[src/rtl/uart_fifo_bridge.sv]
// rtl/uart_fifo_bridge.sv - buffered TX/RX byte bridge between the CPU register file and uart_lite
// TX FIFO drained by a three-state handshake FSM; RX FIFO with first-word-fall-through head.
module uart_fifo_bridge #(
   parameter int TX_DEPTH  = 16,
   parameter int RX_DEPTH  = 16,
   parameter int DATA_BITS = 8,
   localparam int TXLW = $clog2(TX_DEPTH + 1),
   localparam int RXLW = $clog2(RX_DEPTH + 1),
   localparam int TPW  = $clog2(TX_DEPTH),
   localparam int RPW  = $clog2(RX_DEPTH)
) (
   input  logic                 clk,
   input  logic                 reset,
   input  logic                 tx_wr_en,
   input  logic [DATA_BITS-1:0] tx_wr_data,
   output logic                 tx_full,
   output logic                 tx_empty,
   output logic [TXLW-1:0]      tx_level,
   output logic                 tx_overflow,
   input  logic                 rx_rd_en,
   output logic [DATA_BITS-1:0] rx_rd_data,
   output logic                 rx_empty,
   output logic [RXLW-1:0]      rx_level,
   output logic                 rx_overflow,
   input  logic                 ovf_clr,
   input  logic                 uart_tx_rdy,
   output logic                 uart_tx_vld,
   output logic [DATA_BITS-1:0] uart_tx_data,
   input  logic                 uart_rx_valid,
   input  logic [DATA_BITS-1:0] uart_rx_data
);

   typedef enum logic [1:0] {IDLE, WAIT_BUSY, WAIT_RDY} state_t;

   state_t               state, state_nxt;
   logic [DATA_BITS-1:0] tx_mem [TX_DEPTH];
   logic [DATA_BITS-1:0] rx_mem [RX_DEPTH];
   logic [TPW-1:0]       tx_wp, tx_rp;
   logic [RPW-1:0]       rx_wp, rx_rp;
   logic                 tx_push, tx_pop, rx_push, rx_pop, rx_full;

   assign tx_full    = (tx_level == TXLW'(TX_DEPTH));
   assign tx_empty   = (tx_level == '0);
   assign rx_full    = (rx_level == RXLW'(RX_DEPTH));
   assign rx_empty   = (rx_level == '0);
   assign tx_push    = tx_wr_en && (!tx_full || tx_pop);
   assign rx_pop     = rx_rd_en && !rx_empty;
   assign rx_push    = uart_rx_valid && (!rx_full || rx_pop);
   assign rx_rd_data = rx_empty ? '0 : rx_mem[rx_rp];

   // A strobe is only ever issued leaving IDLE, so a stale tx_rdy cannot cause a resend.
   always_comb begin
      state_nxt = state;
      tx_pop    = 1'b0;
      case (state)
         IDLE: begin
            if (!tx_empty && uart_tx_rdy) begin
               tx_pop    = 1'b1;
               state_nxt = WAIT_BUSY;
            end
         end
         WAIT_BUSY: if (!uart_tx_rdy) state_nxt = WAIT_RDY;
         WAIT_RDY:  if (uart_tx_rdy)  state_nxt = IDLE;
         default:   state_nxt = IDLE;
      endcase
   end

   always_ff @(posedge clk) begin
      if (tx_push) tx_mem[tx_wp] <= tx_wr_data;
      if (rx_push) rx_mem[rx_wp] <= uart_rx_data;
   end

   always_ff @(posedge clk or posedge reset) begin
      if (reset) begin
         state        <= IDLE;
         uart_tx_vld  <= 1'b0;
         uart_tx_data <= '0;
         tx_wp        <= '0;
         tx_rp        <= '0;
         tx_level     <= '0;
         tx_overflow  <= 1'b0;
      end else begin
         state       <= state_nxt;
         uart_tx_vld <= tx_pop;
         if (tx_pop)  uart_tx_data <= tx_mem[tx_rp];
         if (tx_push) tx_wp <= tx_wp + TPW'(1);
         if (tx_pop)  tx_rp <= tx_rp + TPW'(1);
         if (tx_push && !tx_pop)      tx_level <= tx_level + TXLW'(1);
         else if (!tx_push && tx_pop) tx_level <= tx_level - TXLW'(1);
         // A fresh drop outranks a clear in the same cycle.
         if (tx_wr_en && !tx_push) tx_overflow <= 1'b1;
         else if (ovf_clr)         tx_overflow <= 1'b0;
      end
   end

   always_ff @(posedge clk or posedge reset) begin
      if (reset) begin
         rx_wp       <= '0;
         rx_rp       <= '0;
         rx_level    <= '0;
         rx_overflow <= 1'b0;
      end else begin
         if (rx_push) rx_wp <= rx_wp + RPW'(1);
         if (rx_pop)  rx_rp <= rx_rp + RPW'(1);
         if (rx_push && !rx_pop)      rx_level <= rx_level + RXLW'(1);
         else if (!rx_push && rx_pop) rx_level <= rx_level - RXLW'(1);
         if (uart_rx_valid && !rx_push) rx_overflow <= 1'b1;
         else if (ovf_clr)              rx_overflow <= 1'b0;
      end
   end

endmodule

[config.mk]
export PLATFORM = sky130hd
export DESIGN_NAME = uart_fifo_bridge
export DESIGN_NICKNAME = d
export VERILOG_FILES = /design/src/rtl/uart_fifo_bridge.sv
export SDC_FILE = /design/constraint.sdc
export NUM_CORES = 1
export LEC_CHECK = 0
export ABC_CLOCK_PERIOD_IN_PS = 5630
export CAP_MARGIN = 20
export CORE_ASPECT_RATIO = 1.25
export CORE_MARGIN = 10
export CORE_UTILIZATION = 55
export CTS_CLUSTER_DIAMETER = 60
export DETAILED_ROUTE_END_ITERATION = 16
export PLACE_DENSITY = 0.84
export SETUP_SLACK_MARGIN = 0.15
export SLEW_MARGIN = 20
export SYNTH_ARGS = -nofsm -noshare
export SYNTH_HDL_FRONTEND = slang
export SYNTH_SLANG_ARGS = --single-unit
[constraint.sdc]
create_clock -name clk -period 5.63 [get_ports clk]
set_clock_uncertainty 0.05 [all_clocks]
set_input_delay 0.8445 -clock clk [delete_from_list [all_inputs] [get_ports clk]]
set_output_delay 0.8445 -clock clk [all_outputs]
set_load 0.02 [all_outputs]
# Word-level counts from Yosys, hierarchy flattened
# Memory sizes are Yosys's and may differ from the RTL's. A register that Yosys moved wholly into a read port is not among the register bits.
# Cells that the tools add are included.
# word_totals
register_bits	31
ram_bits	256
n_memories	2
# memory_table
memory	depth	word_bits	read_ports	rd_ports_with_merged_regs	wr	line	text
rx_mem	16	8	1	0	1	37	logic [DATA_BITS-1:0] rx_mem [RX_DEPTH];
tx_mem	16	8	1	1	1	36	logic [DATA_BITS-1:0] tx_mem [TX_DEPTH];
# classes
n_addsub	8
n_eq_ne	7
muxes	18
reduce_logical	28
# ops
cell	n
$mux W5	4
$add A4 B1 Y4 const B	4
$add A5 B1 Y5 const B	2
$eq A5 B5 Y1 const B	2
$logic_and A1 B1 Y1	10
$logic_not A5 Y1	2
$sub A5 B1 Y5 const B	2
$mux W1	9
$logic_not A1 Y1	8
$mux W8	1
$reduce_bool A2 Y1	4
$mux W2	3
$ne A2 B2 Y1 const B	3
$pmux W2 S3	1
$reduce_and A3 Y1	1
$eq A2 B1 Y1 const B	1
$eq A2 B2 Y1 const B	1
$logic_not A2 Y1	1
$logic_or A1 B1 Y1	2

# Logic depth before layout (Yosys ltp)
# depth
ltp_word	11
depth_mapped	10
mapped_depth_nobuf	10

# Worst setup path before layout
# No wires, ideal clock.
# synth_path
kind	input -> register
startpoint	in uart_tx_rdy
endpoint	reg tx_level[4]
setup_ns	0.135
arrival_ns	2.858
slack_ns	2.587
cell_stages	9
path_buffers	0
path_cell_list	or3b_1 > a31oi_4 > ha_1 > inv_1 > fa_1 > a21o_1 > a21oi_1 > mux2i_1 > xnor2_1
# synth_between
elab_chain_cells	8
# synth_lines
element	line	text
start: declaration	26	input logic uart_tx_rdy,
$logic_and A1 B1 Y1 (*)	57	if (!tx_empty && uart_tx_rdy) begin
$mux W1 (*)	57	
$mux W1 (*)	55	case (state)
$logic_or A1 B1 Y1 (*)	46	assign tx_push = tx_wr_en && (!tx_full || tx_pop);
$logic_and A1 B1 Y1 (*)	46	
via tx_push	40	logic tx_push, tx_pop, rx_push, rx_pop, rx_full;
$logic_not A1 Y1	89	else if (!tx_push && tx_pop) tx_level <= tx_level - TXLW'(1);
$logic_and A1 B1 Y1	89	
$reduce_bool A2 Y1 (no source line)	-	
end signal: assignment	88	if (tx_push && !tx_pop) tx_level <= tx_level + TXLW'(1);
end signal: assignment	89	
end: declaration	18	output logic [TXLW-1:0] tx_level,
# The timed path passes the listed nets; every way through them passes the cells marked *.
# A chain may end at the register's enable or synchronous reset.

# Worst setup path in the final report
# layout_path
startpoint	reg rx_rp[0]
endpoint	out rx_rd_data[4]
# layout_between
elab_chain_cells	2
# layout_lines
element	line	text
start: declaration	39	logic [RPW-1:0] rx_wp, rx_rp;
start signal: assignment	104	if (rx_pop) rx_rp <= rx_rp + RPW'(1);
$mem_v2 Z16 W8	-	
$mux W8	49	assign rx_rd_data = rx_empty ? '0 : rx_mem[rx_rp];
end: declaration	21	output logic [DATA_BITS-1:0] rx_rd_data,
# Every way passes these cells.

==> metrics <==
outcome complete, no violations; unrepaired setup endpoints after global routing no; Residual DRC 0; hold buffers post-CTS 0; syn avg cell area 19.3 µm²; die height 185 µm; Total GRT Usage 0.175; Worst R2R Start rx_level[0]$_DFFE_PP0P_; max-slew violations 0; number of diodes 0; CP startpoint kind register; Post-synth EDFFs 256; Net Count, Synth 659; Max Cap Violations 0; root buffer cell clkbuf_16; leakage power 4.68 nW; area delta synth->final 14.4%; CTS tree yes; CTS resizes 0; top cells by area, synth edfxtp_1 (65%), mux4_2 (11%), dfrtp_1 (8.2%); met3 WL 1.15 mm; Hold Slack 434 ps; Placed Cells incl. Taps 931; CP Max Fanout 21; Pwr Density 516 nW/µm²; Die X 152 µm; clock-pin slew on the worst setup and hold paths 60 ps; post-synthesis sequential area ratio 0.727; # setup viols final 0; H-Tree Depth 1; largest net degree at the start of global routing 40; Post-CTS Setup Inserts 0; uppermost routed layer met4; total CTS buffers 27; Hold WC Path Type register to register; Routed Antenna Nets 0; ys flop type edfxtp_1; Critical Path RT 4740 ps; Nets 724; CP startpoint rx_rp[0]$_DFFE_PP0P_; Crit Path Category register to output port; Final HPWL DP 16.1 mm; clock sink count 295; post-synthesis cell type count 45; Boundary Pins 55; Yosys warnings 0; initial antenna violation count 0; Critical Path End rx_rd_data[4]; count of final hold-check violations 0; Final period util 0.735; worst endpoint data arrival time 3240 ps; DRT Pass-1 Iters 5; Mapped Area 11900 µm²; Finished Layout Cells 980; ys async rst share 0.132; Worst Tran Pin Value 984 ps; reg-to-reg endpoint rx_level[4]$_DFFE_PP0P_; wl on met1 9.08 mm; Gate Count Post-Synth 616; Worst IR Drop VDD 0.000367 V; cell with the most instances after synthesis edfxtp_1; final WL 24.0 mm; clock buffer depth 3; Reg2Reg Depth 10; Port-buffer cells 54; layout cells sized above 1 0.178; DR vias/cell 6.05; Synth top area share 0.645; routed len/inst 24.5 µm; setup tns final 0 ps; relative slew slack 0.344; grt ovf 0; core area 21400 µm²; Tmin final 4140 ps; die area 28000 µm²; CP endpoint kind output port; register bit total from synthesis 295; Met2 Wirelength 13.2 mm; RePlAce Congestion 0.817; Initial DRC Count 538; number of global-route vias before repair 6470; top post-synthesis cells by count edfxtp_1 (256), mux4_2 (56), dfrtp_1 (39), mux2i_1 (26), nor2_1 (25); first-pass GRT wire length 37.3 mm; fmax 242 MHz; clk_lat worst skew 520 ps; largest area contributor in the netlist edfxtp_1; Vias 5928; Cell Rows 60; Worst R2R Setup Slack 2340 ps; Starting Density 0.557; post-layout power 7.04 mW
layout by cell type (no fill, tap or decap), types with 2 or more instances in the layout:
cell type	instances
a211o_1	8
a21o_1	5
a21oi_1	12
a22o_1	8
and3_1	4
buf_4	14
bufinv_16	2
clkbuf_1	9
clkbuf_16	27
clkbuf_8	6
clkdlybuf4s50_1	54
clkinv_2	4
dfrtp_1	37
dfrtp_2	2
edfxtp_1	256
fa_1	2
ha_1	18
inv_1	16
inv_2	3
mux2_2	3
mux2i_1	26
mux4_1	8
mux4_2	56
nand2_1	18
nand2b_1	4
nand3_1	3
nand4_1	3
nor2_1	25
nor2b_1	8
nor3_1	6
nor3_2	3
nor4_1	4
o21ai_0	5
o21ai_2	2
o22ai_1	8
xnor2_1	18
xor2_1	3
critical path, stage by stage (launching register included):
cell and delay [ps]:
dfrtp_2 800, buf_4 420, mux4_2 560, mux2i_1 210, o22ai_1 150, clkdlybuf4s50_1 580
layout make-up:
| cell class | count | area, µm² |
|---|---|---|
| clock buffer | 42 | 792 |
| tap | 279 | 349 |
| sequential | 295 | 8670 |
| multi-input combinational | 270 | 3020 |
| timing repair buffer | 68 | 646 |
| fill | 1406 | 7760 |
| inverter | 19 | 71.3 |
| clock inverter | 7 | 83.8 |
report_power, final:
part           leakage, nW  internal (mW)  switching [mW]  total (mW)
clock                0.432           1.05           0.735        1.79
sequential            2.78           2.70           0.303        3.00
combinational         1.46           1.09            1.15        2.25
total                 4.68           4.85            2.19        7.04
routing by layer:
metal  GRT usage  vias up
met3      0.0255       47
met2       0.320      198
met4      0.0592        0
met1       0.203     3103
li1            -     2580
met5           0        -
flip-flops by register name, indices dropped and copies added, names as in the netlist:
register	cells
rx_level	5
rx_mem	128
rx_overflow	1
rx_rp	4
rx_wp	4
state	2
tx_level	5
tx_mem	128
tx_overflow	1
tx_rp	4
tx_wp	4
uart_tx_data	8
uart_tx_vld	1
stage by stage:
step,area (µm²),setup slack [ps],util
finish,13600,1490,0.637
global route,13600,1320,0.637
CTS,13600,1450,0.636
detailed placement,12700,1750,0.595
global placement,12700,1890,0.595
floorplan,11900,2590,-
worst min-delay path by stage:
stage,from,end,slack (ps),depth (start not counted)
6_report,state[1]$_DFFE_PP0P_,state[0]$_DFFE_PP0P_,430,1
3_3_place_gp,state[1]$_DFFE_PP0P_,state[0]$_DFFE_PP0P_,410,1
2_1_floorplan,state[1]$_DFFE_PP0P_,state[0]$_DFFE_PP0P_,400,1
4_1_cts,state[1]$_DFFE_PP0P_,state[0]$_DFFE_PP0P_,430,1
3_5_place_dp,state[1]$_DFFE_PP0P_,state[0]$_DFFE_PP0P_,430,1
5_1_grt,state[1]$_DFFE_PP0P_,state[0]$_DFFE_PP0P_,460,1
logic make-up after synthesis:
family / Yosys count / share of synthesized area
flip-flops: 295 / 0.727
multiplexers: 93 / 0.148
AND/OR/NAND/NOR: 84 / 0.0352
AO/OA/AOI/OAI: 52 / 0.0315
buffers and inverters: 51 / 0.0206
XOR/XNOR: 21 / 0.0154
adder cells (fa/ha/maj): 20 / 0.0223
(Power assumes the default switching activity.)
